$ cat src/rtl/svc_sram_rw_arb.sv
// svc_sram_rw_arb: round-robin arbiter sharing one SRAM command port between the read and write front-ends.
// Define SVC_SRAM_RW_ARB_BURST_LOCK_EN to hold a grant for a whole burst (released when the last beat is accepted).
module svc_sram_rw_arb #(
    parameter int SRAM_ADDR_WIDTH = 16,
    parameter int SRAM_DATA_WIDTH = 16,
    parameter int SRAM_META_WIDTH = 4
) (
    input  logic                         clk,
    input  logic                         rst,
    input  logic                         rd_cmd_valid,
    output logic                         rd_cmd_ready,
    input  logic [SRAM_ADDR_WIDTH-1:0]   rd_cmd_addr,
    input  logic [SRAM_META_WIDTH-1:0]   rd_cmd_meta,
    input  logic                         rd_cmd_last,
    input  logic                         wr_cmd_valid,
    output logic                         wr_cmd_ready,
    input  logic [SRAM_ADDR_WIDTH-1:0]   wr_cmd_addr,
    input  logic [SRAM_META_WIDTH-1:0]   wr_cmd_meta,
    input  logic [SRAM_DATA_WIDTH-1:0]   wr_cmd_data,
    input  logic [SRAM_DATA_WIDTH/8-1:0] wr_cmd_strb,
    input  logic                         wr_cmd_last,
    output logic                         sram_cmd_valid,
    input  logic                         sram_cmd_ready,
    output logic                         sram_cmd_wr_en,
    output logic [SRAM_ADDR_WIDTH-1:0]   sram_cmd_addr,
    output logic [SRAM_META_WIDTH-1:0]   sram_cmd_meta,
    output logic [SRAM_DATA_WIDTH-1:0]   sram_cmd_data,
    output logic [SRAM_DATA_WIDTH/8-1:0] sram_cmd_strb,
    output logic                         sram_cmd_last
);

`ifdef SVC_SRAM_RW_ARB_BURST_LOCK_EN
    localparam bit BURST_LOCK = 1'b1;
`else
    localparam bit BURST_LOCK = 1'b0;
`endif

    typedef enum logic [1:0] {IDLE, GNT_RD, GNT_WR} state_t;

    state_t state, state_nxt;
    logic   rr_wr, rr_wr_nxt;           // 0: read side wins a tie, 1: write side wins
    logic   burst_open, burst_open_nxt;
    logic   out_free;
    logic   rd_fire, wr_fire;
    logic   rd_done, wr_done;

    assign out_free = !sram_cmd_valid || sram_cmd_ready;
    assign rd_fire  = rd_cmd_valid && rd_cmd_ready;
    assign wr_fire  = wr_cmd_valid && wr_cmd_ready;
    // A grant ends after every beat, or only after the last beat when bursts are locked.
    assign rd_done  = rd_fire && (!BURST_LOCK || rd_cmd_last);
    assign wr_done  = wr_fire && (!BURST_LOCK || wr_cmd_last);

    always_comb begin
        state_nxt      = state;
        rr_wr_nxt      = rr_wr;
        burst_open_nxt = burst_open;
        rd_cmd_ready   = 1'b0;
        wr_cmd_ready   = 1'b0;
        case (state)
            IDLE: begin
                if (rd_cmd_valid && (!wr_cmd_valid || !rr_wr)) begin
                    state_nxt = GNT_RD;
                end else if (wr_cmd_valid) begin
                    state_nxt = GNT_WR;
                end
            end
            GNT_RD: begin
                rd_cmd_ready = out_free;
                if (rd_fire) begin
                    burst_open_nxt = BURST_LOCK && !rd_cmd_last;
                end
                if (rd_done) begin
                    rr_wr_nxt = 1'b1;
                    state_nxt = wr_cmd_valid ? GNT_WR : (rd_cmd_valid ? GNT_RD : IDLE);
                end else if (!rd_cmd_valid && !burst_open) begin
                    // Requester went quiet between bursts: release the port.
                    state_nxt = wr_cmd_valid ? GNT_WR : IDLE;
                end
            end
            GNT_WR: begin
                wr_cmd_ready = out_free;
                if (wr_fire) begin
                    burst_open_nxt = BURST_LOCK && !wr_cmd_last;
                end
                if (wr_done) begin
                    rr_wr_nxt = 1'b0;
                    state_nxt = rd_cmd_valid ? GNT_RD : (wr_cmd_valid ? GNT_WR : IDLE);
                end else if (!wr_cmd_valid && !burst_open) begin
                    state_nxt = rd_cmd_valid ? GNT_RD : IDLE;
                end
            end
            default: state_nxt = IDLE;
        endcase
    end

    always_ff @(posedge clk or posedge rst) begin
        if (rst) begin
            state      <= IDLE;
            rr_wr      <= 1'b0;
            burst_open <= 1'b0;
        end else begin
            state      <= state_nxt;
            rr_wr      <= rr_wr_nxt;
            burst_open <= burst_open_nxt;
        end
    end

    // Output stage: loads only when free, so a stalled beat is held untouched.
    always_ff @(posedge clk or posedge rst) begin
        if (rst) begin
            sram_cmd_valid <= 1'b0;
            sram_cmd_wr_en <= 1'b0;
            sram_cmd_addr  <= '0;
            sram_cmd_meta  <= '0;
            sram_cmd_data  <= '0;
            sram_cmd_strb  <= '0;
            sram_cmd_last  <= 1'b0;
        end else if (rd_fire) begin
            sram_cmd_valid <= 1'b1;
            sram_cmd_wr_en <= 1'b0;
            sram_cmd_addr  <= rd_cmd_addr;
            sram_cmd_meta  <= rd_cmd_meta;
            sram_cmd_data  <= '0;
            sram_cmd_strb  <= '0;
            sram_cmd_last  <= rd_cmd_last;
        end else if (wr_fire) begin
            sram_cmd_valid <= 1'b1;
            sram_cmd_wr_en <= 1'b1;
            sram_cmd_addr  <= wr_cmd_addr;
            sram_cmd_meta  <= wr_cmd_meta;
            sram_cmd_data  <= wr_cmd_data;
            sram_cmd_strb  <= wr_cmd_strb;
            sram_cmd_last  <= wr_cmd_last;
        end else if (sram_cmd_ready) begin
            sram_cmd_valid <= 1'b0;
        end
    end

endmodule

$ cat config.mk
export PLATFORM = sky130hd
export DESIGN_NAME = svc_sram_rw_arb
export DESIGN_NICKNAME = d
export VERILOG_FILES = /design/src/rtl/svc_sram_rw_arb.sv
export SDC_FILE = /design/constraint.sdc
export NUM_CORES = 1
export LEC_CHECK = 0
export ABC_AREA = 1
export BUFFER_PORTS_ARGS = -buffer_cell sky130_fd_sc_hd__buf_2
export CAP_MARGIN = 40
export CORE_MARGIN = 3
export CORE_UTILIZATION = 44
export CTS_BUF_LIST = sky130_fd_sc_hd__clkbuf_4 sky130_fd_sc_hd__clkbuf_8
export DETAILED_ROUTE_END_ITERATION = 7
export GPL_TIMING_DRIVEN = 0
export PLACE_DENSITY = 0.9
export SLEW_MARGIN = 15
export SYNTH_ARGS = -nofsm -noshare
export SYNTH_HDL_FRONTEND = slang
export SYNTH_SLANG_ARGS = --single-unit
$ cat constraint.sdc
create_clock -name clk -period 1.3 [get_ports clk]
set_input_delay 0.325 -clock clk [delete_from_list [all_inputs] [get_ports clk]]
set_output_delay 0.325 -clock clk [all_outputs]
set_load 0.005 [all_outputs]
# After elaboration in Yosys (flattened, before gate mapping)
# Index checks and enable logic that the tools add are counted.
# word_totals
word_cells	68
regBits	45
out_inout_bits	43
input_bits	65
# classes
muxes	33
n_reduce_logical	18
n_eq_ne	7
# ops
op	count
$mux W16	4
$mux W2	11
$mux W1	13
$ne A3 B3 Y1 const B	3
$mux W4	2
$pmux W2 S3	1
$reduce_and A3 Y1	2
$logic_and A1 B1 Y1	5
$logic_not A1 Y1	5
$ne A2 B2 Y1 const B	2
$pmux W1 S2	2
$reduce_bool A2 Y1	2
$reduce_bool A3 Y1	1
$eq A2 B1 Y1 const B	1
$eq A2 B2 Y1 const B	1
$logic_not A2 Y1	1
$logic_or A1 B1 Y1	2

# Depth between registers and ports, before layout
# depth
depth_word	6
mapped_depth	8
depth_no_buf	8

# Least setup slack after synthesis
# Ideal clock, no wire load.
# synth_timing
kind	flip-flop to flip-flop
from	reg sram_cmd_valid
to	reg sram_cmd_addr[0]
arrival_ps	1129
t_required_ps	1185
path_buffers	1
setup_ps	115
setup_slack_ps	56
period_less_slack_ps	1244
stages_incl_launch_ff	8
path_cell_list	dfrtp_1 -> nand2_2 -> inv_2 -> nor2_4 -> clkbuf_8 -> nand2_1 -> nand3_2 -> nand2_2
# synth_via
elab_chain_cells	5
word_cells_on_any_way	8
cone_classes	3 x mux; 5 x reduce/logical
# synth_lines
item	line	source
from (decl)	22	output logic sram_cmd_valid,
from (signal assigned)	112	sram_cmd_valid <= 1'b0;
from (signal assigned)	120	sram_cmd_valid <= 1'b1;
from (signal assigned)	128	sram_cmd_valid <= 1'b1;
$logic_not A1 Y1 (*)	47	assign out_free = !sram_cmd_valid || sram_cmd_ready;
$logic_or A1 B1 Y1 (*)	47	
$mux W1	60	case (state)
$logic_and A1 B1 Y1, on equally long branches	48, 49	
$mux W16 or $reduce_bool A2 Y1 (tied branches)	-	
to (signal assigned)	122	sram_cmd_addr <= rd_cmd_addr;
to (signal assigned)	130	sram_cmd_addr <= wr_cmd_addr;
to (decl)	25	output logic [SRAM_ADDR_WIDTH-1:0] sram_cmd_addr,
# Mark *: on every way between the ends. The rest lies on a longest branch, timed or not.
# A chain may end at the register's enable or synchronous reset.

# Worst setup path in the final report
# layout_timing
from	reg sram_cmd_valid
to	out rd_cmd_ready
# layout_via
elab_chain_cells	3
# layout_lines
item	line	source
$logic_not A1 Y1	47	
$logic_or A1 B1 Y1	47	
$mux W1	60	
to (decl)	11	output logic rd_cmd_ready,
# Every way passes these cells.

==> results by group <==
Detailed routing
  • Detailed Routing Iterations Pass 1: 4
  • Final ANT Viol Nets: 0
  • Via/cell ratio: 4.63
  • WL per Instance: 13.3 µm
  • Final wirelength: 6650 µm
  • Remaining DRCs: 0
  • Detailed-route via count: 2,309
  • Iter 0 DRT Violations: 67

Placement
  • Final GP Congestion: 0.839
  • Place WS: -0.133 ns
  • Post-DP HPWL: 4500 µm
  • I/O Buffers: 107

Floorplan
  • Die height: 79.0 µm
  • Die Area: 6240 µm²
  • Site Rows: 25
  • Die width: 79.0 µm
  • Initial Util: 47.5%
  • Core footprint: 4940 µm²
  • I/O pin count: 108

Synthesis
  • Top cell type's share of synthesized area: 46.9%
  • Synth Warn #: 0
  • Ranking of synthesized cells by area: dfrtp_1, nand2_1, inv_1, nand2_2, nand3_2
  • Mapped Nets: 360
  • FF+latch count, synth: 44
  • Syn Area/Cell: 7.95 µm²
  • Commonest cells post-synth: nand2_1, dfrtp_1, inv_1
  • Seq/Total Area, Yosys: 46.9%
  • Synth Flop Type: dfrtp_1
  • Dominant cell type by area after synthesis: dfrtp_1
  • Post-Syn Area: 2350 µm²
  • Asr flop ratio synth: 100%
  • Synth unique cells: 22
  • Post-synth EDFFs: 0
  • Post-Synthesis Cells: 295
  • Cell with the most instances after synthesis: nand2_1

Critical path
  • CP Buf/Inv Count: 2
  • CP Launch Type: flop
  • WP data arrival: 1.10 ns
  • Worst-path cell chain: nand2_4 > inv_8 > nor3_4 > buf_2
  • Top delay family on crit path: flip-flops
  • Crit Path Class: reg -> out
  • Critical Path Fanout Max: 5
  • CP Capture Type: primary output
  • Worst EP required: 0.98 ns
  • Worst path slowest cell: dfrtp_1
  • Highest cell delay on the worst timing path: 0.42 ns

Timing
  • Final setup margin: -0.122 ns
  • Final setup vio count: 43
  • Setup TNS: -2.37 ns
  • Worst-margin pin slew: 0.541 ns
  • Pins Over Slew Limit: 0
  • RSZ-0062 raised after global routing: yes
  • Clock Skew: 0.00581 ns
  • Slew HR: 63.9%
  • Tmin final: 1.42 ns
  • Fin. Hold Viols: 0
  • Achievable frequency: 0.703 GHz
  • Fin crit share: 109%

Outcome
  • Violated checks: negative setup slack
  • Outcome: finished with violations

Power
  • PD cells: 2090 nW/µm²
  • Peak VDD IR: 1540 µV
  • Leak: 2.11 nW

Clock network
  • Clock Tree Buf Depth: 2
  • CTS tree: done
  • TritonCTS Buffers: 5
  • CTS clk-pin slew, worst paths: 0.08 ns
  • Hold_buf cts: 0
  • CTS root buf: clkbuf_8
  • Num Clock Sinks: 44
  • Clock Latency Late Sink: 0.28 ns
  • CTS H-tree lvls: 2

Layout
  • Layout Nets: 497
  • # fillers: 384
  • Share of layout cells above drive strength 1: 53.2%
  • Ant diodes: 0
  • Final Util: 72.9%
  • Area grow syn2layout: 53.5%

Hold path
  • Hold Path Class: in -> async

Global routing
  • Global router's overall resource usage: 19.8%
  • Grt ovf: 0
  • Number of global-route vias before repair: 2,282
  • First-pass GRT wire length: 9960 µm
  • Initial antenna violation count: 0
  • Largest net degree at the start of global routing: 24

Flow run
  • Max_cap viols: 0
==> layer usage <==
metal	up-vias	wire length (µm)	GRT usage (%)
li1	1140	-	-
met1	1075	2610	22.5
met3	8	450	5.56
met2	86	3520	36.3
met5	-	0	0
met4	0	68	5.33
==> metrics by stage <==
stage          instance area, µm²  hold slack (ns)  std cells  power (mW)
3_5_place_dp                 3000            0.396        470        5.41
2_1_floorplan                2350            0.329        295        4.21
6_report                     3600           0.0847        499        7.54
4_1_cts                      3220           0.0875        488        6.57
3_3_place_gp                 2970            0.452        469        5.24
5_1_grt                      3600            0.125        499        8.10
==> path summary, 6_finish.rpt <==
check                                  startpoint                end  slack, ns  cells after the start
max in group asynchronous                     rst           state[0]       0.75                      3
min in group clk                   wr_cmd_data[5]   sram_cmd_data[5]       0.24                      3
worst min register to register  sram_cmd_addr[11]  sram_cmd_addr[11]       0.48                      2
worst min-delay path                          rst   sram_cmd_data[9]       0.08                      2
worst max register to register           state[0]   sram_cmd_addr[9]      -0.08                      9
worst max-delay path               sram_cmd_valid       rd_cmd_ready      -0.12                      4
==> worst reg2reg max path: cells and delay by family, from the launching register on <==
kind | cells | cell delay (ns)
flops | 1 | 0.46
buf+inv | 4 | 0.42
simple gates | 5 | 0.43
==> report_power, final <==
part	internal, mW	switching [mW]	total [mW]	leakage (nW)
clock	0.387	0.424	0.810	0.0445
combinational	2.09	2.03	4.13	1.51
sequential	2.06	0.545	2.60	0.551
==> cells by family (layout without fill, tap and decap cells) <==
group	Yosys count	in the layout	synth area share, %
and+or+nand+nor	190	190	39.4
DFF	44	44	46.9
AOI/OAI and AO/OA	3	3	0.640
buffers and inverters	58	195	13.1
==> final cells by class <==
class                   instances  area, µm²  share of cell area [%]
well taps                      67       83.8                    2.33
plain buffers                  11        151                    4.20
clock buffers                   6       76.3                    2.12
inverters                      47        198                    5.49
repair buffers                130        856                    23.8
clock inverters                 1       5.00                   0.139
flip-flops and latches         44       1100                    30.6
multi-input cells             193       1130                    31.3
==> cell usage in the layout, fill, tap and decap left out, types with 2 or more instances in the layout <==
cell / instances
buf_12: 3
buf_2: 107
buf_4: 12
buf_6: 7
buf_8: 6
clkbuf_16: 5
clkbuf_8: 5
dfrtp_1: 42
dfrtp_2: 2
inv_1: 42
inv_8: 2
nand2_1: 101
nand2_2: 37
nand2_4: 12
nand3_1: 8
nand3_2: 14
nand3_4: 3
nor2_1: 7
nor2_4: 3
==> registers in the layout (all words and copies together) (netlist names) <==
| signal | flops |
|---|---|
| sram_cmd_addr | 16 |
| sram_cmd_data | 16 |
| sram_cmd_meta | 4 |
| sram_cmd_strb | 2 |
| state | 2 |
| rr_wr | 1 |
| sram_cmd_last | 1 |
| sram_cmd_valid | 1 |
| sram_cmd_wr_en | 1 |
==> repair_timing <==
action	4_1_cts	5_1_grt
endpoints found under the hold margin	0	0
gates cloned	1	7
resized for setup	11	62
setup endpoints to repair	37	46
setup buffers	10	5
pin swaps	3	10
(Power assumes the default switching activity.)
